--- config.mk ---
export PLATFORM = sky130hd
export DESIGN_NAME = avaliacao_scan_display
export DESIGN_NICKNAME = d
export VERILOG_FILES = /design/src/rtl/avaliacao_pkg.sv /design/src/rtl/avaliacao_scan_display_scan_ctrl.sv /design/src/rtl/avaliacao_scan_display.sv
export SDC_FILE = /design/constraint.sdc
export NUM_CORES = 1
export LEC_CHECK = 0
export CORE_UTILIZATION = 35
export DETAILED_ROUTE_END_ITERATION = 10
export PLACE_DENSITY = 0.58
export SLEW_MARGIN = 20
export SYNTH_ARGS = -nofsm -noshare
export SYNTH_HDL_FRONTEND = slang
export SYNTH_SLANG_ARGS = --single-unit
--- constraint.sdc ---
create_clock -name clk -period 3.2 [get_ports clk]
set_input_delay 0.64 -clock clk [delete_from_list [all_inputs] [get_ports clk]]
set_output_delay 0.64 -clock clk [all_outputs]
set_load 0.005 [all_outputs]
--- src/rtl/avaliacao_pkg.sv ---
// Shared types, 7-segment glyphs and elaboration helpers for the evaluation
// scan display.
package avaliacao_pkg;

  typedef logic [1:0] level_t;

  localparam logic [6:0] GLYPH_L0    = 7'b0001100;
  localparam logic [6:0] GLYPH_L1    = 7'b1111010;
  localparam logic [6:0] GLYPH_L2    = 7'b1111100;
  localparam logic [6:0] GLYPH_L3    = 7'b1110011;
  localparam logic [6:0] GLYPH_BLANK = 7'b0000000;

  // Map a history slot to its segment pattern; an empty slot is blank.
  function automatic logic [6:0] level_to_seg(input level_t lvl, input logic vld);
    logic [6:0] g;
    g = GLYPH_BLANK;
    if (vld) begin
      case (lvl)
        2'd0:    g = GLYPH_L0;
        2'd1:    g = GLYPH_L1;
        2'd2:    g = GLYPH_L2;
        2'd3:    g = GLYPH_L3;
        default: g = GLYPH_BLANK;
      endcase
    end else begin
      g = GLYPH_BLANK;
    end
    return g;
  endfunction

  function automatic int clog2(input int n);
    int r;
    r = 0;
    for (int i = 0; i < 31; i++) begin
      if ((32'd1 << i) < n) begin
        r = i + 1;
      end
    end
    return r;
  endfunction

endpackage

--- src/rtl/avaliacao_scan_display_scan_ctrl.sv ---
// Digit scan controller: SCAN_DIV-cycle prescaler driving a one-hot digit
// enable that steps from digit 0 upwards and wraps.
module scan_ctrl
  import avaliacao_pkg::*;
#(
  parameter int N_DIG    = 4,
  parameter int SCAN_DIV = 1000,
  parameter int IDX_W    = (N_DIG > 1) ? clog2(N_DIG) : 1
) (
  input  logic             clk,
  input  logic             rst,
  output logic [N_DIG-1:0] dig_en,
  output logic [IDX_W-1:0] dig_idx,
  output logic             advance
);

  localparam int               CNT_W    = (SCAN_DIV > 1) ? clog2(SCAN_DIV) : 1;
  localparam logic [CNT_W-1:0] CNT_LAST = CNT_W'(SCAN_DIV - 1);
  localparam logic [IDX_W-1:0] IDX_LAST = IDX_W'(N_DIG - 1);

  logic [CNT_W-1:0] cnt_q, cnt_d;
  logic [IDX_W-1:0] idx_q, idx_d;
  logic [N_DIG-1:0] dig_en_q, dig_en_d;
  logic             adv_s;

  // Prescaler wrap moves the enable to the next digit.
  always_comb begin
    adv_s    = (cnt_q == CNT_LAST);
    cnt_d    = cnt_q;
    idx_d    = idx_q;
    dig_en_d = '0;
    if (adv_s) begin
      cnt_d = '0;
      if (idx_q == IDX_LAST) begin
        idx_d = '0;
      end else begin
        idx_d = idx_q + IDX_W'(1);
      end
    end else begin
      cnt_d = cnt_q + CNT_W'(1);
      idx_d = idx_q;
    end
    dig_en_d[idx_d] = 1'b1;
  end

  always_ff @(posedge clk) begin
    if (rst) begin
      cnt_q    <= '0;
      idx_q    <= '0;
      dig_en_q <= N_DIG'(1);
    end else begin
      cnt_q    <= cnt_d;
      idx_q    <= idx_d;
      dig_en_q <= dig_en_d;
    end
  end

  assign dig_en  = dig_en_q;
  assign dig_idx = idx_q;
  assign advance = adv_s;

endmodule

--- src/rtl/avaliacao_scan_display.sv ---
// Pipelined evaluation level (popcount of flags scaled and added to the base
// code, saturated at 3) with an N_DIG-deep history shown on a scanned display.
module avaliacao_scan_display
  import avaliacao_pkg::*;
#(
  parameter int P_W      = 4,
  parameter int P_DIV    = 2,
  parameter int N_DIG    = 4,
  parameter int SCAN_DIV = 1000
) (
  input  logic             clk,
  input  logic             rst,
  input  logic             in_valid,
  output logic             in_ready,
  input  logic [1:0]       e,
  input  logic [P_W-1:0]   p,
  input  logic             hold,
  input  logic             clr,
  output logic [1:0]       level,
  output logic             level_valid,
  output logic [6:0]       seg,
  output logic [N_DIG-1:0] dig_en
);

  localparam int               CNT_W    = clog2(P_W + 1);
  localparam int               IDX_W    = (N_DIG > 1) ? clog2(N_DIG) : 1;
  localparam int               SUM_W    = CNT_W + 2;
  localparam logic [IDX_W-1:0] IDX_LAST = IDX_W'(N_DIG - 1);

  logic                  accept_s;
  logic                  v1_q, v1_d;
  logic [CNT_W-1:0]      cnt_q, cnt_d;
  level_t                e1_q, e1_d;
  logic [SUM_W-1:0]      sum_s;
  level_t                new_lvl_s;
  level_t                level_q, level_d;
  logic                  lv_q, lv_d;
  level_t [N_DIG-1:0]    hist_lvl_q, hist_lvl_d;
  logic [N_DIG-1:0]      hist_vld_q, hist_vld_d;
  logic [6:0]            seg_q, seg_d;
  logic [IDX_W-1:0]      cur_idx_s, nxt_idx_s;
  logic                  adv_s;

  assign in_ready = ~hold;
  assign accept_s = in_valid & ~hold;

  // Stage 1 captures the flag popcount and base code of an accepted sample.
  always_comb begin
    v1_d = accept_s;
    if (accept_s) begin
      cnt_d = '0;
      for (int i = 0; i < P_W; i++) begin
        cnt_d = cnt_d + CNT_W'(p[i]);
      end
      e1_d = e;
    end else begin
      cnt_d = cnt_q;
      e1_d  = e1_q;
    end
  end

  // Stage 2 saturates the level and shifts it into the history unless cleared.
  always_comb begin
    sum_s     = SUM_W'(e1_q) + SUM_W'(int'(cnt_q) / P_DIV);
    new_lvl_s = (sum_s > SUM_W'(3)) ? 2'd3 : sum_s[1:0];
    lv_d      = v1_q;
    level_d   = v1_q ? new_lvl_s : level_q;
    hist_lvl_d = hist_lvl_q;
    hist_vld_d = hist_vld_q;
    if (clr) begin
      hist_vld_d = '0;
    end else if (v1_q) begin
      hist_lvl_d[0] = new_lvl_s;
      hist_vld_d[0] = 1'b1;
      for (int k = 1; k < N_DIG; k++) begin
        hist_lvl_d[k] = hist_lvl_q[k-1];
        hist_vld_d[k] = hist_vld_q[k-1];
      end
    end else begin
      hist_lvl_d = hist_lvl_q;
      hist_vld_d = hist_vld_q;
    end
  end

  // seg follows the digit that will be enabled after this edge.
  always_comb begin
    if (adv_s) begin
      nxt_idx_s = (cur_idx_s == IDX_LAST) ? '0 : cur_idx_s + IDX_W'(1);
    end else begin
      nxt_idx_s = cur_idx_s;
    end
    seg_d = level_to_seg(hist_lvl_q[nxt_idx_s], hist_vld_q[nxt_idx_s]);
  end

  always_ff @(posedge clk) begin
    if (rst) begin
      v1_q       <= 1'b0;
      cnt_q      <= '0;
      e1_q       <= '0;
      level_q    <= '0;
      lv_q       <= 1'b0;
      hist_lvl_q <= '0;
      hist_vld_q <= '0;
      seg_q      <= GLYPH_BLANK;
    end else begin
      v1_q       <= v1_d;
      cnt_q      <= cnt_d;
      e1_q       <= e1_d;
      level_q    <= level_d;
      lv_q       <= lv_d;
      hist_lvl_q <= hist_lvl_d;
      hist_vld_q <= hist_vld_d;
      seg_q      <= seg_d;
    end
  end

  scan_ctrl #(
    .N_DIG    (N_DIG),
    .SCAN_DIV (SCAN_DIV),
    .IDX_W    (IDX_W)
  ) u_scan (
    .clk     (clk),
    .rst     (rst),
    .dig_en  (dig_en),
    .dig_idx (cur_idx_s),
    .advance (adv_s)
  );

  assign level       = level_q;
  assign level_valid = lv_q;
  assign seg         = seg_q;

endmodule

Word level (Yosys, flattened, before mapping)
Cells that the tools add are included.
Storage, ports and cells
  register bits after elaboration: 44
  bits in latches: 0
  RAM bits: 0
  bits in read-only memories: 0
  input port bits: 11
  output and inout port bits: 15
  logic and storage cells: 48
  memories: 0
Cells by class
  $add $sub $neg: 6
  multiply operators: 0
  divide/modulo/power cells: 0
  order comparisons: 3
  equality and inequality tests: 5
  shift operators: 0
  mux-type cells: 10
  bitwise logic cells: 4
  reductions and logical operators: 6
Operator list (number)
  $pmux 7 s4: 1
  $add 10x1->10 const B: 1
  $eq 10x10->1 const B: 1
  $mux 2: 4
  $eq 2x2->1 const B: 3
  $reduce_or 2->1: 3
  $bmux 2 s2: 1
  $add 2x1->3: 1
  $add 2x2->3: 1
  $add 3x1->3: 1
  $gt 3x2->1 const B: 1
  $lt 2x3->1 const B: 1
  $not 1->1: 3
  $add 1x1->2: 1
  $add 2x1->2 const B: 1
  $bmux 1 s2: 1
  $demux 1 s2: 1
  $eq 2x1->1 const B: 1
  $ge 2x1->1 const B: 1
  $logic_not 2->1: 1
  $mux 1: 2
  $reduce_and 2->1: 1
  $and 1x1->1: 1
  $logic_and 1x1->1: 1

Depth between registers and ports, before layout
  word-level depth: 7
  mapped depth: 7
  depth with buffers taken out: 6

Hierarchy
From an unflattened synthesis, not the netlist that was laid out.
Unflattened totals
  cell total of the unflattened synthesis: 202
  area total of the unflattened synthesis: 1920.6 um2
Modules (own cells, without submodules)
  avaliacao_scan_display: times used 1, cells each 117, area each 1126.1 um2, seq. area each 500.5 um2
  scan_ctrl: times used 1, cells each 85, area each 794.5 um2, seq. area each 320.3 um2

Least setup slack after synthesis
No wires, ideal clock.
  kind: register to register
  from: reg u_scan.cnt_q[0]
  to: reg seg_q[0], in the netlist seg[0]
  setup time: 0.088 ns
  arrival time: 1.848 ns
  required time: 3.112 ns
  path slack: 1.264 ns
  stages on the path, launching flop included: 7
  path buffers: 0
  period minus slack after synthesis: 1.936 ns
  cells stage by stage: dfxtp_1 -> ha_1 -> nand4bb_1 -> o31a_1 -> o32a_1 -> a32o_2 -> nor4_2
Between the ends
  cells in the longest elaborated chain, start to end: 6
  elaborated cells between the ends (all ways): 13
  those cells by class: eq/ne: 4; mux: 6; bitwise: 1; reduce/logical: 2
Ends and longest elaborated chain
  start, declared: RTL line avaliacao_scan_display_scan_ctrl.sv:21  | logic [CNT_W-1:0] cnt_q, cnt_d;
  start signal, assigned: RTL line avaliacao_scan_display_scan_ctrl.sv:52  | cnt_q <= cnt_d;
  $eq 10x10->1 *: RTL line avaliacao_scan_display_scan_ctrl.sv:28  | adv_s = (cnt_q == CNT_LAST);
  $mux 2 *: RTL line avaliacao_scan_display.sv:87  | if (adv_s) begin
  $bmux 2 s2 / $bmux 1 s2 (equally long branches): RTL line avaliacao_scan_display.sv:92  | seg_d = level_to_seg(hist_lvl_q[nxt_idx_s], hist_vld_q[nxt_idx_s]);
  $mux 2 (implied by the code) / $mux 1 (equally long branches): RTL line avaliacao_scan_display.sv:92
  $eq 2x2->1 (tied with other cells): RTL line avaliacao_pkg.sv:18  | case (lvl)
  $pmux 7 s4 / $reduce_or 2->1 (equally long branches)
  end signal, assigned: RTL line avaliacao_scan_display.sv:113  | seg_q <= seg_d;
  end, declared: RTL line avaliacao_scan_display.sv:40  | logic [6:0] seg_q, seg_d;
Mark *: on every way between the ends. The rest lies on a longest branch, timed or not. The select of a mux whose other input is x is not followed.
A chain may end at the register's enable or synchronous reset.

Worst setup path in the final report
  from: in hold
  to: out in_ready
Between the ends
  cells in the longest elaborated chain, start to end: 1
Ends and longest elaborated chain
  start, declared: RTL line avaliacao_scan_display.sv:17  | input logic hold,
  $not 1->1: RTL line avaliacao_scan_display.sv:44  | assign in_ready = ~hold;
  end, declared: RTL line avaliacao_scan_display.sv:14  | output logic in_ready,
Every way passes these cells.

==> flow_summary.yaml <==
clock_network:
  numCtsBuffers: 5
  htree_levels: 2
  cts_root_buf: "clkbuf_8"
  clock_path_buffers: 2
  postCtsHoldBufs: 0
  clk_pin_slew_ns: 0.07
  cts_tree: "built"
  post_cts.repair.setup_buffers: 0
  cts_sinks: 41
  clk_latency_ns: 0.29
  ctsResizeCount: 0
die:
  fp.coreArea_sq_um: 4790
  rows: 25
  dieArea_sq_um: 5340
  initial_core_util_pct: 36.9
  die_x_um: 73.1
  die_h_um: 73.1
  ios: 26
grt:
  track_usage_pct: 12.7
  met1_usage_pct: 17.1
  grt_max_degree: 19
  gr-usage-met2_pct: 19.9
  antenna_found_initial: 0
  grt_pass1_wl_um: 5350
  top_usage_layer: "met2"
  overflow: 0
  first_global_vias: 1201
  grtUsageMet3_pct: 3.73
synthesis:
  yosysSeqAreaShare_pct: 46.4
  syn-cell-area_sq_um: 1770
  yosys_warnings: 0
  synth.avg_cell_area_sq_um: 9.35
  ys_types: 42
  syn_inst: 189
  post-synth-top-area-fraction_pct: 46.4
  synth-seq-cells: 41
  ys.flop_type: "dfxtp_1"
  netlist.top_cell.by_area: "dfxtp_1"
  synthArstFlopShare_pct: 0
  yosys-top-cells-area: "dfxtp_1, nor2_1, mux2i_1, a211oi_1, nand2_1"
  synth.net_count: 206
  synth_edf_count: 0
worst_setup_path:
  r2r_slack_ns: 1.04
  cp-end-kind: "primary output"
  cp-start-kind: "primary input"
  cp_data_arrival_time_ns: 1.60
  crit_type: "in2out"
  cp.required_ns: 2.56
  cp_max_fo: 2
place:
  port_buffers: 25
  hpwl_um: 2190
  routabilityCongestion: 0.745
hold_path:
  min_path_type: "reg2reg"
final_layout:
  fin_util_pct: 45.6
  diodes: 0
  layout.nets: 227
  syn_to_final_growth_pct: 23.4
  drive_gt1_share_pct: 7.58
timing:
  finClkSkew_ns: 0.00573
  final.min_clock_period_ns: 2.24
  fmax_mhz: 446
  period_share_pct: 70.1
  rsz0062_at_grt: "false"
  setup_violations: 0
  hold-worst-slack_ns: 0.446
  slew_violations: 0
  final-hold-violation-count: 0
  slew-limit-headroom_pct: 54.8
  worst_pin_slew_ns: 0.677
  finalSetupTns_ns: 0
route:
  drt-initial-drc-count: 78
  routedWlPerCell_um: 11.0
  drc: 0
  vias: 1347
  vias_per_cell: 4.85
  dr.pass1.iters: 4
  wl_um: 3060
  drtAntennaViolNets: 0
power_and_ir_drop:
  swShare_pct: 19.7
  p_switching_uw: 211
  leakagePower_nw: 0.778
  p_seq_share_pct: 49.2
  vdd_ir_drop_max_mv: 0.238
  pwr-share-clk_pct: 45.2
  power_density_nw_per_um2: 492
  p_int_uw: 861
  combPwrFrac_pct: 5.6
run_status:
  outcome: "complete, no violations"
run:
  drv_cap: 0
==> cell usage in the layout (no fill, tap or decap), types with 2 or more instances in the layout <==
master           netlist  routed
a211oi_1               8       8
a21o_1                 2       2
a21oi_1                9       9
a2bb2oi_1              2       2
a41oi_1                2       2
and4_1                 3       3
bufinv_16              0       2
clkbuf_8               0       5
clkdlybuf4s50_1        0      25
dfxtp_1               41      41
fa_1                   2       2
ha_1                   4       4
inv_1                  8       8
mux2i_1                7       7
nand2_1               15      15
nand3_1                5       5
nor2_1                26      26
nor2b_1                5       5
nor3_1                 8       8
nor4_1                 2       2
o21ai_0                3       3
o2bb2ai_1              2       2
o32ai_1                2       2
xnor2_1                3       3
xor2_1                 4       4
==> worst max-delay path, cell delays in order <==
cell and delay [ns]:
clkdlybuf4s50_1 0.42, inv_1 0.06, clkdlybuf4s50_1 0.49
==> power by group through the flow <==
stage                     sequential (mW)  clock [mW]  combinational (mW)
after floorplan                     0.537           0              0.0372
after global placement              0.540           0              0.0610
after detailed placement            0.540           0              0.0609
after CTS                           0.528       0.495              0.0613
after global routing                0.529       0.515              0.0697
final                               0.527       0.484              0.0602
==> per-stage QoR <==
step,setup slack (ns),instances,instance area [sq um],power [mW]
global route,0.861,278,2180,1.11
global placement,0.935,270,2050,0.601
CTS,0.952,278,2180,1.08
floorplan,1.26,189,1770,0.574
finish,0.958,278,2180,1.07
detailed placement,0.927,270,2050,0.601
==> logic make-up after synthesis <==
logic type               synth area share, %
AND/OR/NAND/NOR                         20.7
flip-flops                              46.4
AO/OA/AOI/OAI                           15.1
buffers and inverters                   5.24
XOR/XNOR                                3.47
multiplexers                            3.96
adder cells (fa/ha/maj)                 5.10
==> sequential cells by signal, indices dropped and copies added (netlist names) <==
register	flops
cnt_q	2
e1_q	2
hist_lvl_q	8
hist_vld_q	4
level	2
level_valid	1
lv_d	1
seg	5
u_scan.cnt_q	10
u_scan.dig_en	4
u_scan.dig_idx	2
==> cells in the mapped netlist, types with 2 or more instances <==
| master | instances |
|---|---|
| ha_1 | 4 |
| o2bb2ai_1 | 2 |
| o21ai_0 | 3 |
| xnor2_1 | 3 |
| nor4_1 | 2 |
| o32ai_1 | 2 |
| a2bb2oi_1 | 2 |
| nor2b_1 | 5 |
| nor3_1 | 8 |
| fa_1 | 2 |
| xor2_1 | 4 |
| nand2_1 | 15 |
| nor2_1 | 26 |
| mux2i_1 | 7 |
| a21o_1 | 2 |
| a41oi_1 | 2 |
| nand3_1 | 5 |
| buf_4 | 2 |
| a21oi_1 | 9 |
| dfxtp_1 | 41 |
| clkbuf_1 | 6 |
| a211oi_1 | 8 |
| and4_1 | 3 |
| inv_1 | 8 |
==> routing by layer <==
metal | routed length [um] | vias up | part of all wire, %
li1 | - | 707 | -
met1 | 1570 | 607 | 51
met2 | 1360 | 31 | 44
met3 | 118 | 2 | 3.9
met4 | 13 | 0 | 0.42
met5 | 0 | - | 0
==> cell type report <==
class,count,area (sq um)
Clock buffer,5,68.8
Timing Repair Buffer,26,258
Inverter,8,30.0
Multi-Input combinational cell,128,855
Clock inverter,3,65.1
Fill cell,479,2610
Tap cell,67,83.8
Sequential cell,41,821
==> path summary, 6_finish.rpt <==
kind,start,end,cells past startpoint
setup reg to reg,u_scan.cnt_q[0]$_SDFF_PP0_,seg[0]$_SDFF_PP0_,6
hold / removal,u_scan.cnt_q[0]$_SDFF_PP0_,u_scan.cnt_q[0]$_SDFF_PP0_,1
setup / recovery,hold,in_ready,3
hold reg to reg,u_scan.cnt_q[0]$_SDFF_PP0_,u_scan.cnt_q[0]$_SDFF_PP0_,1
Note: power is estimated with default switching activity, not from simulation.
